### config.mk
export PLATFORM = sky130hd
export DESIGN_NAME = alexsegura_pong
export DESIGN_NICKNAME = d
export VERILOG_FILES = /design/src/rtl/pong_pkg.sv /design/src/rtl/vga_timing.sv /design/src/rtl/alexsegura_pong.sv
export SDC_FILE = /design/constraint.sdc
export NUM_CORES = 1
export LEC_CHECK = 0
export CORE_MARGIN = 1
export CORE_UTILIZATION = 62
export CTS_CLUSTER_DIAMETER = 30
export DETAILED_ROUTE_END_ITERATION = 8
export PLACE_DENSITY = 0.82
export SLEW_MARGIN = 20
export SYNTH_ARGS = -nofsm -noshare
export SYNTH_HDL_FRONTEND = slang
export SYNTH_SLANG_ARGS = --single-unit
### constraint.sdc
create_clock -name clk -period 4.4 [get_ports clk]
set_input_delay 1.1 -clock clk [delete_from_list [all_inputs] [get_ports clk]]
set_output_delay 1.1 -clock clk [all_outputs]
set_load 0.005 [all_outputs]
### src/rtl/pong_pkg.sv
// Shared geometry and timing constants for the Pong tile, plus the small
// arithmetic helpers used by the game logic and the pixel generator.
package pong_pkg;

  typedef logic signed [10:0] coord_t;

  typedef struct packed {
    coord_t x;
    coord_t y;
    coord_t dx;
    coord_t dy;
  } ball_t;

  localparam logic [9:0] H_VISIBLE    = 10'd640;
  localparam logic [9:0] H_SYNC_START = 10'd656;
  localparam logic [9:0] H_SYNC_END   = 10'd752;
  localparam logic [9:0] H_TOTAL      = 10'd800;
  localparam logic [9:0] V_VISIBLE    = 10'd480;
  localparam logic [9:0] V_SYNC_START = 10'd490;
  localparam logic [9:0] V_SYNC_END   = 10'd492;
  localparam logic [9:0] V_TOTAL      = 10'd525;

  localparam coord_t PAD_W      = 11'sd8;
  localparam coord_t PAD_H      = 11'sd64;
  localparam coord_t BALL_SIZE  = 11'sd8;
  localparam coord_t P1_X       = 11'sd16;
  localparam coord_t P2_X       = 11'sd616;
  localparam coord_t PAD_Y_MAX  = 11'sd416;
  localparam coord_t PAD_Y0     = 11'sd208;
  localparam coord_t PAD_STEP   = 11'sd4;
  localparam coord_t BALL_X0    = 11'sd316;
  localparam coord_t BALL_Y0    = 11'sd236;
  localparam coord_t BALL_SPEED = 11'sd2;
  localparam coord_t BALL_X_MAX = 11'sd632;
  localparam coord_t BALL_Y_MAX = 11'sd472;

  function automatic coord_t paddle_step(coord_t y, logic up, logic dn);
    coord_t n;
    n = y;
    if (up && !dn)
      n = (y < PAD_STEP) ? 11'sd0 : y - PAD_STEP;
    else if (dn && !up)
      n = (y > PAD_Y_MAX - PAD_STEP) ? PAD_Y_MAX : y + PAD_STEP;
    return n;
  endfunction

  function automatic logic in_rect(coord_t a_x, coord_t a_y, coord_t r_x, coord_t r_y,
                                   coord_t r_w, coord_t r_h);
    return (a_x >= r_x) && (a_x < r_x + r_w) && (a_y >= r_y) && (a_y < r_y + r_h);
  endfunction

endpackage

### src/rtl/vga_timing.sv
// 640x480@60 Hz raster counters with raw negative-polarity syncs, visible
// flag and a once-per-frame game tick at the start of line 480.
module vga_timing
  import pong_pkg::*;
(
  input  logic       clk,
  input  logic       rst_n,
  output logic [9:0] h_cnt,
  output logic [9:0] v_cnt,
  output logic       hsync,
  output logic       vsync,
  output logic       visible,
  output logic       tick
);

  logic [9:0] h_pos;
  logic [9:0] v_pos;

  always_ff @(posedge clk or negedge rst_n) begin
    if (!rst_n) begin
      h_pos <= '0;
      v_pos <= '0;
    end else if (h_pos == H_TOTAL - 10'd1) begin
      h_pos <= '0;
      v_pos <= (v_pos == V_TOTAL - 10'd1) ? '0 : v_pos + 10'd1;
    end else begin
      h_pos <= h_pos + 10'd1;
    end
  end

  assign h_cnt   = h_pos;
  assign v_cnt   = v_pos;
  assign hsync   = !((h_pos >= H_SYNC_START) && (h_pos < H_SYNC_END));
  assign vsync   = !((v_pos >= V_SYNC_START) && (v_pos < V_SYNC_END));
  assign visible = (h_pos < H_VISIBLE) && (v_pos < V_VISIBLE);
  assign tick    = (h_pos == 10'd0) && (v_pos == V_VISIBLE);

endmodule

### src/rtl/alexsegura_pong.sv
// Pong tile top: button synchronizer, paddle/ball/score state updated once
// per frame, and the registered TinyVGA pixel output.
module alexsegura_pong
  import pong_pkg::*;
(
  input  logic       clk,
  input  logic       rst_n,
  input  logic       ena,
  input  logic [7:0] ui_in,
  input  logic [7:0] uio_in,
  output logic [7:0] uo_out,
  output logic [7:0] uio_out,
  output logic [7:0] uio_oe
);

  logic [9:0] h_cnt, v_cnt;
  logic       hsync, vsync, visible, tick;

  vga_timing u_timing (
    .clk     (clk),
    .rst_n   (rst_n),
    .h_cnt   (h_cnt),
    .v_cnt   (v_cnt),
    .hsync   (hsync),
    .vsync   (vsync),
    .visible (visible),
    .tick    (tick)
  );

  logic unused_in;
  assign unused_in = &{1'b0, ena, uio_in, ui_in[7:4]};

  logic [3:0] btn_meta, btn_sync;

  always_ff @(posedge clk or negedge rst_n) begin
    if (!rst_n) begin
      btn_meta <= '0;
      btn_sync <= '0;
    end else begin
      btn_meta <= ui_in[3:0];
      btn_sync <= btn_meta;
    end
  end

  ball_t      ball, ball_nxt;
  coord_t     p1_y, p2_y, p1_y_nxt, p2_y_nxt;
  logic [3:0] p1_score, p2_score, p1_score_nxt, p2_score_nxt;
  coord_t     nx, ny;
  logic       p1_hit, p2_hit, scored;

  assign nx     = ball.x + ball.dx;
  assign ny     = ball.y + ball.dy;
  assign p1_hit = (ball.y + BALL_SIZE > p1_y) && (ball.y < p1_y + PAD_H);
  assign p2_hit = (ball.y + BALL_SIZE > p2_y) && (ball.y < p2_y + PAD_H);

  // Paddle hits take priority over goals; a goal skips the vertical bounce.
  always_comb begin
    ball_nxt     = ball;
    p1_score_nxt = p1_score;
    p2_score_nxt = p2_score;
    scored       = 1'b0;
    if (ball.dx < 11'sd0 && nx <= P1_X + PAD_W && p1_hit) begin
      ball_nxt.x  = P1_X + PAD_W;
      ball_nxt.dx = BALL_SPEED;
    end else if (ball.dx < 11'sd0 && nx <= 11'sd0) begin
      p2_score_nxt = p2_score + 4'd1;
      ball_nxt.x   = BALL_X0;
      ball_nxt.y   = BALL_Y0;
      ball_nxt.dx  = -BALL_SPEED;
      scored       = 1'b1;
    end else if (ball.dx > 11'sd0 && nx >= P2_X - BALL_SIZE && p2_hit) begin
      ball_nxt.x  = P2_X - BALL_SIZE;
      ball_nxt.dx = -BALL_SPEED;
    end else if (ball.dx > 11'sd0 && nx >= BALL_X_MAX) begin
      p1_score_nxt = p1_score + 4'd1;
      ball_nxt.x   = BALL_X0;
      ball_nxt.y   = BALL_Y0;
      ball_nxt.dx  = BALL_SPEED;
      scored       = 1'b1;
    end else begin
      ball_nxt.x = nx;
    end
    if (!scored) begin
      if (ny <= 11'sd0) begin
        ball_nxt.y  = 11'sd0;
        ball_nxt.dy = BALL_SPEED;
      end else if (ny >= BALL_Y_MAX) begin
        ball_nxt.y  = BALL_Y_MAX;
        ball_nxt.dy = -BALL_SPEED;
      end else begin
        ball_nxt.y = ny;
      end
    end
    p1_y_nxt = paddle_step(p1_y, btn_sync[0], btn_sync[1]);
    p2_y_nxt = paddle_step(p2_y, btn_sync[2], btn_sync[3]);
  end

  always_ff @(posedge clk or negedge rst_n) begin
    if (!rst_n) begin
      ball     <= '{x: BALL_X0, y: BALL_Y0, dx: BALL_SPEED, dy: BALL_SPEED};
      p1_y     <= PAD_Y0;
      p2_y     <= PAD_Y0;
      p1_score <= '0;
      p2_score <= '0;
    end else if (tick) begin
      ball     <= ball_nxt;
      p1_y     <= p1_y_nxt;
      p2_y     <= p2_y_nxt;
      p1_score <= p1_score_nxt;
      p2_score <= p2_score_nxt;
    end
  end

  coord_t px, py;
  logic   white;

  assign px    = $signed({1'b0, h_cnt});
  assign py    = $signed({1'b0, v_cnt});
  assign white = visible && (in_rect(px, py, ball.x, ball.y, BALL_SIZE, BALL_SIZE) ||
                             in_rect(px, py, P1_X, p1_y, PAD_W, PAD_H) ||
                             in_rect(px, py, P2_X, p2_y, PAD_W, PAD_H));

  always_ff @(posedge clk or negedge rst_n) begin
    if (!rst_n) uo_out <= 8'h88;
    else        uo_out <= {hsync, {3{white}}, vsync, {3{white}}};
  end

  assign uio_out = {p2_score, p1_score};
  assign uio_oe  = 8'hFF;

endmodule

==> run summary <==
The flow ran to the end, and the final reports show no timing, DRC or antenna violations. The area of the multi-input gates came out at 5200 µm². The reported max-cap violation count is 0.

At the end of routability-driven placement, the weighted congestion stood at 0.929. The insertion delay to the later sink of the worst-skew pair came out at 360 ps. Measured in cells, the most critical reg-to-reg path has a length of 13. The start point of the critical path is ball[25].

The internal power contribution is 0.00119 W. The first global-routing pass estimated 30600 µm of wire. The post-route antenna net violation count came out at 0. The clock edge transition at the registers on the reported setup and hold paths is 60 ps.

The critical path is of the reg2reg type. The detailed router placed 6692 vias in this run. Fill cells in the final layout number 982. The max-slew violation count came out at 0.

The met3 capacity usage during global routing came out at 0.0552. The die outline width came out at 113 µm. The setup slack on the worst flop-to-flop path is 460 ps. Static timing analysis puts the maximum clock frequency at 254 MHz.

The number of global-route vias before repair came out at 6244. The final clock skew came out at 4.58 ps. The sequential cell area fraction in the yosys report came out at 0.262. The met2 demand-to-capacity share in global routing came out at 0.483. The pin slew with the least headroom to its limit is 937 ps. Measured along the y axis, the die boundary spans 113 µm. The highest net fanout along the worst path came out at 11. The clock sink count is 79. The leakage power total is 3.60 nW. The final hold violation count came out at 0. The global routing usage summed across all routing layers is 0.305. The hold buffer count at cts is 0.

The H-tree depth is 3. For this design the total switching power over the nets is 0.000351 W. For this run, global-route usage on met1 was measured as 0.419. The I/O pin total is 43. Row generation in the floorplan step produced 40 rows. Of the total power, combinational logic draws 0.023. Yosys mapped the design onto 79 distinct sky130hd cell types. The fraction of power consumed by sequential logic came out at 0.476. The clock passes through at most 2 buffers. Clock tree synthesis selected as its root buffer the cell clkbuf_16. The endpoint identified for the worst register-to-register timing path is ball[40]. TritonCTS built the clock tree.

The total wire length after detailed routing is 18400 µm. The number of antenna violations at the first check in global routing is 0. The relative contribution of the clock network to total power came out at 0.501.

The worst setup path is captured at a flop. Buffers added to address setup during post-CTS repair amount to 0. The effective utilization at floorplan is 0.636. The area of the mapped netlist came out at 7640 µm². The final critical-path required period is 3940 ps.

The first detailed-routing pass took 5 iterations. The placed wire-length estimate is 13700 µm. The share of post-route cells with drive strength above 1 is 0.0722.

The fraction of registers with async set or reset after synthesis is 1.00. Among all flip-flop cells after synthesis, the most frequent one is dfrtp_1. The kind of path behind the tightest hold check is reg2reg. The launch point of the worst reg-to-reg path is ball[25]. After the last flow step, the layout net total stands at 1042. In this run, synthesis inferred 0 flip-flops with an integrated enable. The busiest layer in global routing is met2. The largest vdd supply drop came out at 0.203 mV. The normalized max-slew margin came out at 0.369. After detailed routing, the number of remaining DRC violations is 0. The remaining global-route overflow is 0. The endpoint arrival time on the critical path is 4180 ps.

The library cell used most frequently in the layout, excluding fill and tap cells, is ha_1. During placement, the flow inserted port buffers numbering 21. The number of design-rule violations left by the first detailed-router iteration is 425. Dividing the detail-routed wire length by the instance count gives 17.6 µm. Yosys printed 0 warnings. STA classifies the critical path startpoint as a flop.

The via density per instance came out at 6.39. The required time at the endpoint of the critical path is 4640 ps. The average cell area after synthesis is 8.62 µm².

Of the total power, the share spent switching nets is 0.229. In the final timing run, aggregate negative setup slack is 0 ps. Setup repair after global routing left no endpoint under its margin. The growth of design area from synthesis to finish is 7.48%.

The total area inside the core boundary comes to 12000 µm². Buffers inserted during clock tree synthesis total 9. Post-CTS repair changed the size of 0 cells. The flip-flop and latch count after synthesis came out at 79. The final cell count without fillers came out at 1047.

Including well taps, the total number of placed cells is 1031. The maximum number of pins on one net before global-route repair is 80. Following the worst setup path forward leads to its endpoint at ball[40].

The die footprint is 12800 µm². The post-route fraction of the period consumed by the critical path came out at 0.896. The synthesized netlist cell count came out at 887. The total inserted antenna cells came out at 0. In the final layout, flip-flops and latches occupy 2000 µm². The final setup violation count came out at 0.

In this run the power density over the cells is 187 nW/µm². Leaving out fill and tap cells, the most frequent cells in the layout are ha_1 (126), inv_1 (74), nor2_1 (70).
-- kinds of logic (layout without fill, tap and decap cells) --
family                   Yosys count  count (layout)  share of synthesized area
multiplexers                       9               9                     0.0124
AO/OA/AOI/OAI                    236             236                      0.215
other                              1               8                   0.000491
XOR/XNOR                          45              45                     0.0525
flip-flops                        79              79                      0.262
adder cells (fa/ha/maj)          128             128                      0.211
AND/OR/NAND/NOR                  279             279                      0.185
buffers and inverters            110             116                     0.0617
-- per-stage QoR --
step           cell area [µm²]  total power (W)  hold WS, ps  setup WS [ps]   util
2_1_floorplan             7670         0.000763          331           1000      -
3_3_place_gp              7910         0.000779          335            623  0.658
3_5_place_dp              7910         0.000780          336            504  0.658
4_1_cts                   8210          0.00155          350            475  0.684
5_1_grt                   8220          0.00159          362            183  0.684
6_report                  8220          0.00154          349            456  0.684
-- power groups by stage --
stage               clock network, W  registers (W)  logic (W)
finish                      0.000771       0.000732  0.0000347
floorplan                          0       0.000745  0.0000181
detailed placement                 0       0.000745  0.0000350
global placement                   0       0.000745  0.0000344
CTS                         0.000786       0.000732  0.0000350
global route                0.000817       0.000732  0.0000397
-- cell type report --
| class | count | share of cell area |
|---|---|---|
| repair buffers | 26 | 0.0303 |
| well taps | 147 | 0.0224 |
| flip-flops and latches | 79 | 0.243 |
| multi-input cells | 705 | 0.633 |
| clock buffers | 9 | 0.0274 |
| clock inverters | 7 | 0.00990 |
| inverters | 74 | 0.0338 |
-- sequential cells by signal, summed over array words and instances, names as in the netlist --
register        flops
ball               22
u_timing.h_cnt     10
u_timing.v_cnt     10
p1_y                9
p2_y                9
btn_meta            4
btn_sync            4
p1_score            4
p2_score            4
uo_out              3
-- worst max-delay path: stages (launching register included) --
cell and delay (ps):
dfstp_2 610, inv_1 150, nor3_1 210, nand3_1 140, nor3_1 200, xor2_1 400, ha_1 250, nand2_1 60
a2111oi_0 320, o21ai_0 130, o311ai_0 170, a221o_1 480, nand2_2 260, o41ai_1 440
-- synth_stat cells, types with 8 or more instances --
cell | n | area, µm²
a211oi_1 | 8 | 60.1
a21o_1 | 11 | 82.6
a21oi_1 | 57 | 285
a22oi_1 | 8 | 60.1
and3_1 | 12 | 75.1
buf_4 | 15 | 113
clkbuf_1 | 18 | 67.6
dfrtp_1 | 61 | 1530
dfstp_2 | 18 | 473
ha_1 | 126 | 1580
inv_1 | 74 | 278
nand2_1 | 44 | 165
nand2b_1 | 13 | 81.3
nand3_1 | 49 | 245
nand4_1 | 18 | 113
nor2_1 | 70 | 263
nor2b_1 | 10 | 62.6
nor3_1 | 24 | 120
nor4_1 | 11 | 68.8
o21a_1 | 13 | 97.6
o21ai_0 | 50 | 250
o22ai_1 | 8 | 50.1
xnor2_1 | 32 | 280
xor2_1 | 12 | 105
-- worst min-delay path by stage --
| stage | from | endpoint | slack (ps) | cells past startpoint |
|---|---|---|---|---|
| after floorplan | btn_meta[0] | btn_sync[0] | 330 | 0 |
| after global placement | btn_meta[3] | btn_sync[3] | 340 | 0 |
| after detailed placement | btn_meta[2] | btn_sync[2] | 340 | 0 |
| after CTS | btn_meta[2] | btn_sync[2] | 350 | 0 |
| after global routing | btn_meta[2] | btn_sync[2] | 360 | 0 |
| final | btn_meta[2] | btn_sync[2] | 350 | 0 |
-- routing by layer --
layer	part of all wire	vias up	wire length, µm
li1	-	3266	-
met1	0.46	3168	8430
met2	0.46	223	8430
met3	0.065	35	1200
met4	0.021	0	383
met5	0	-	0
Note: power is estimated with default switching activity, not from simulation.
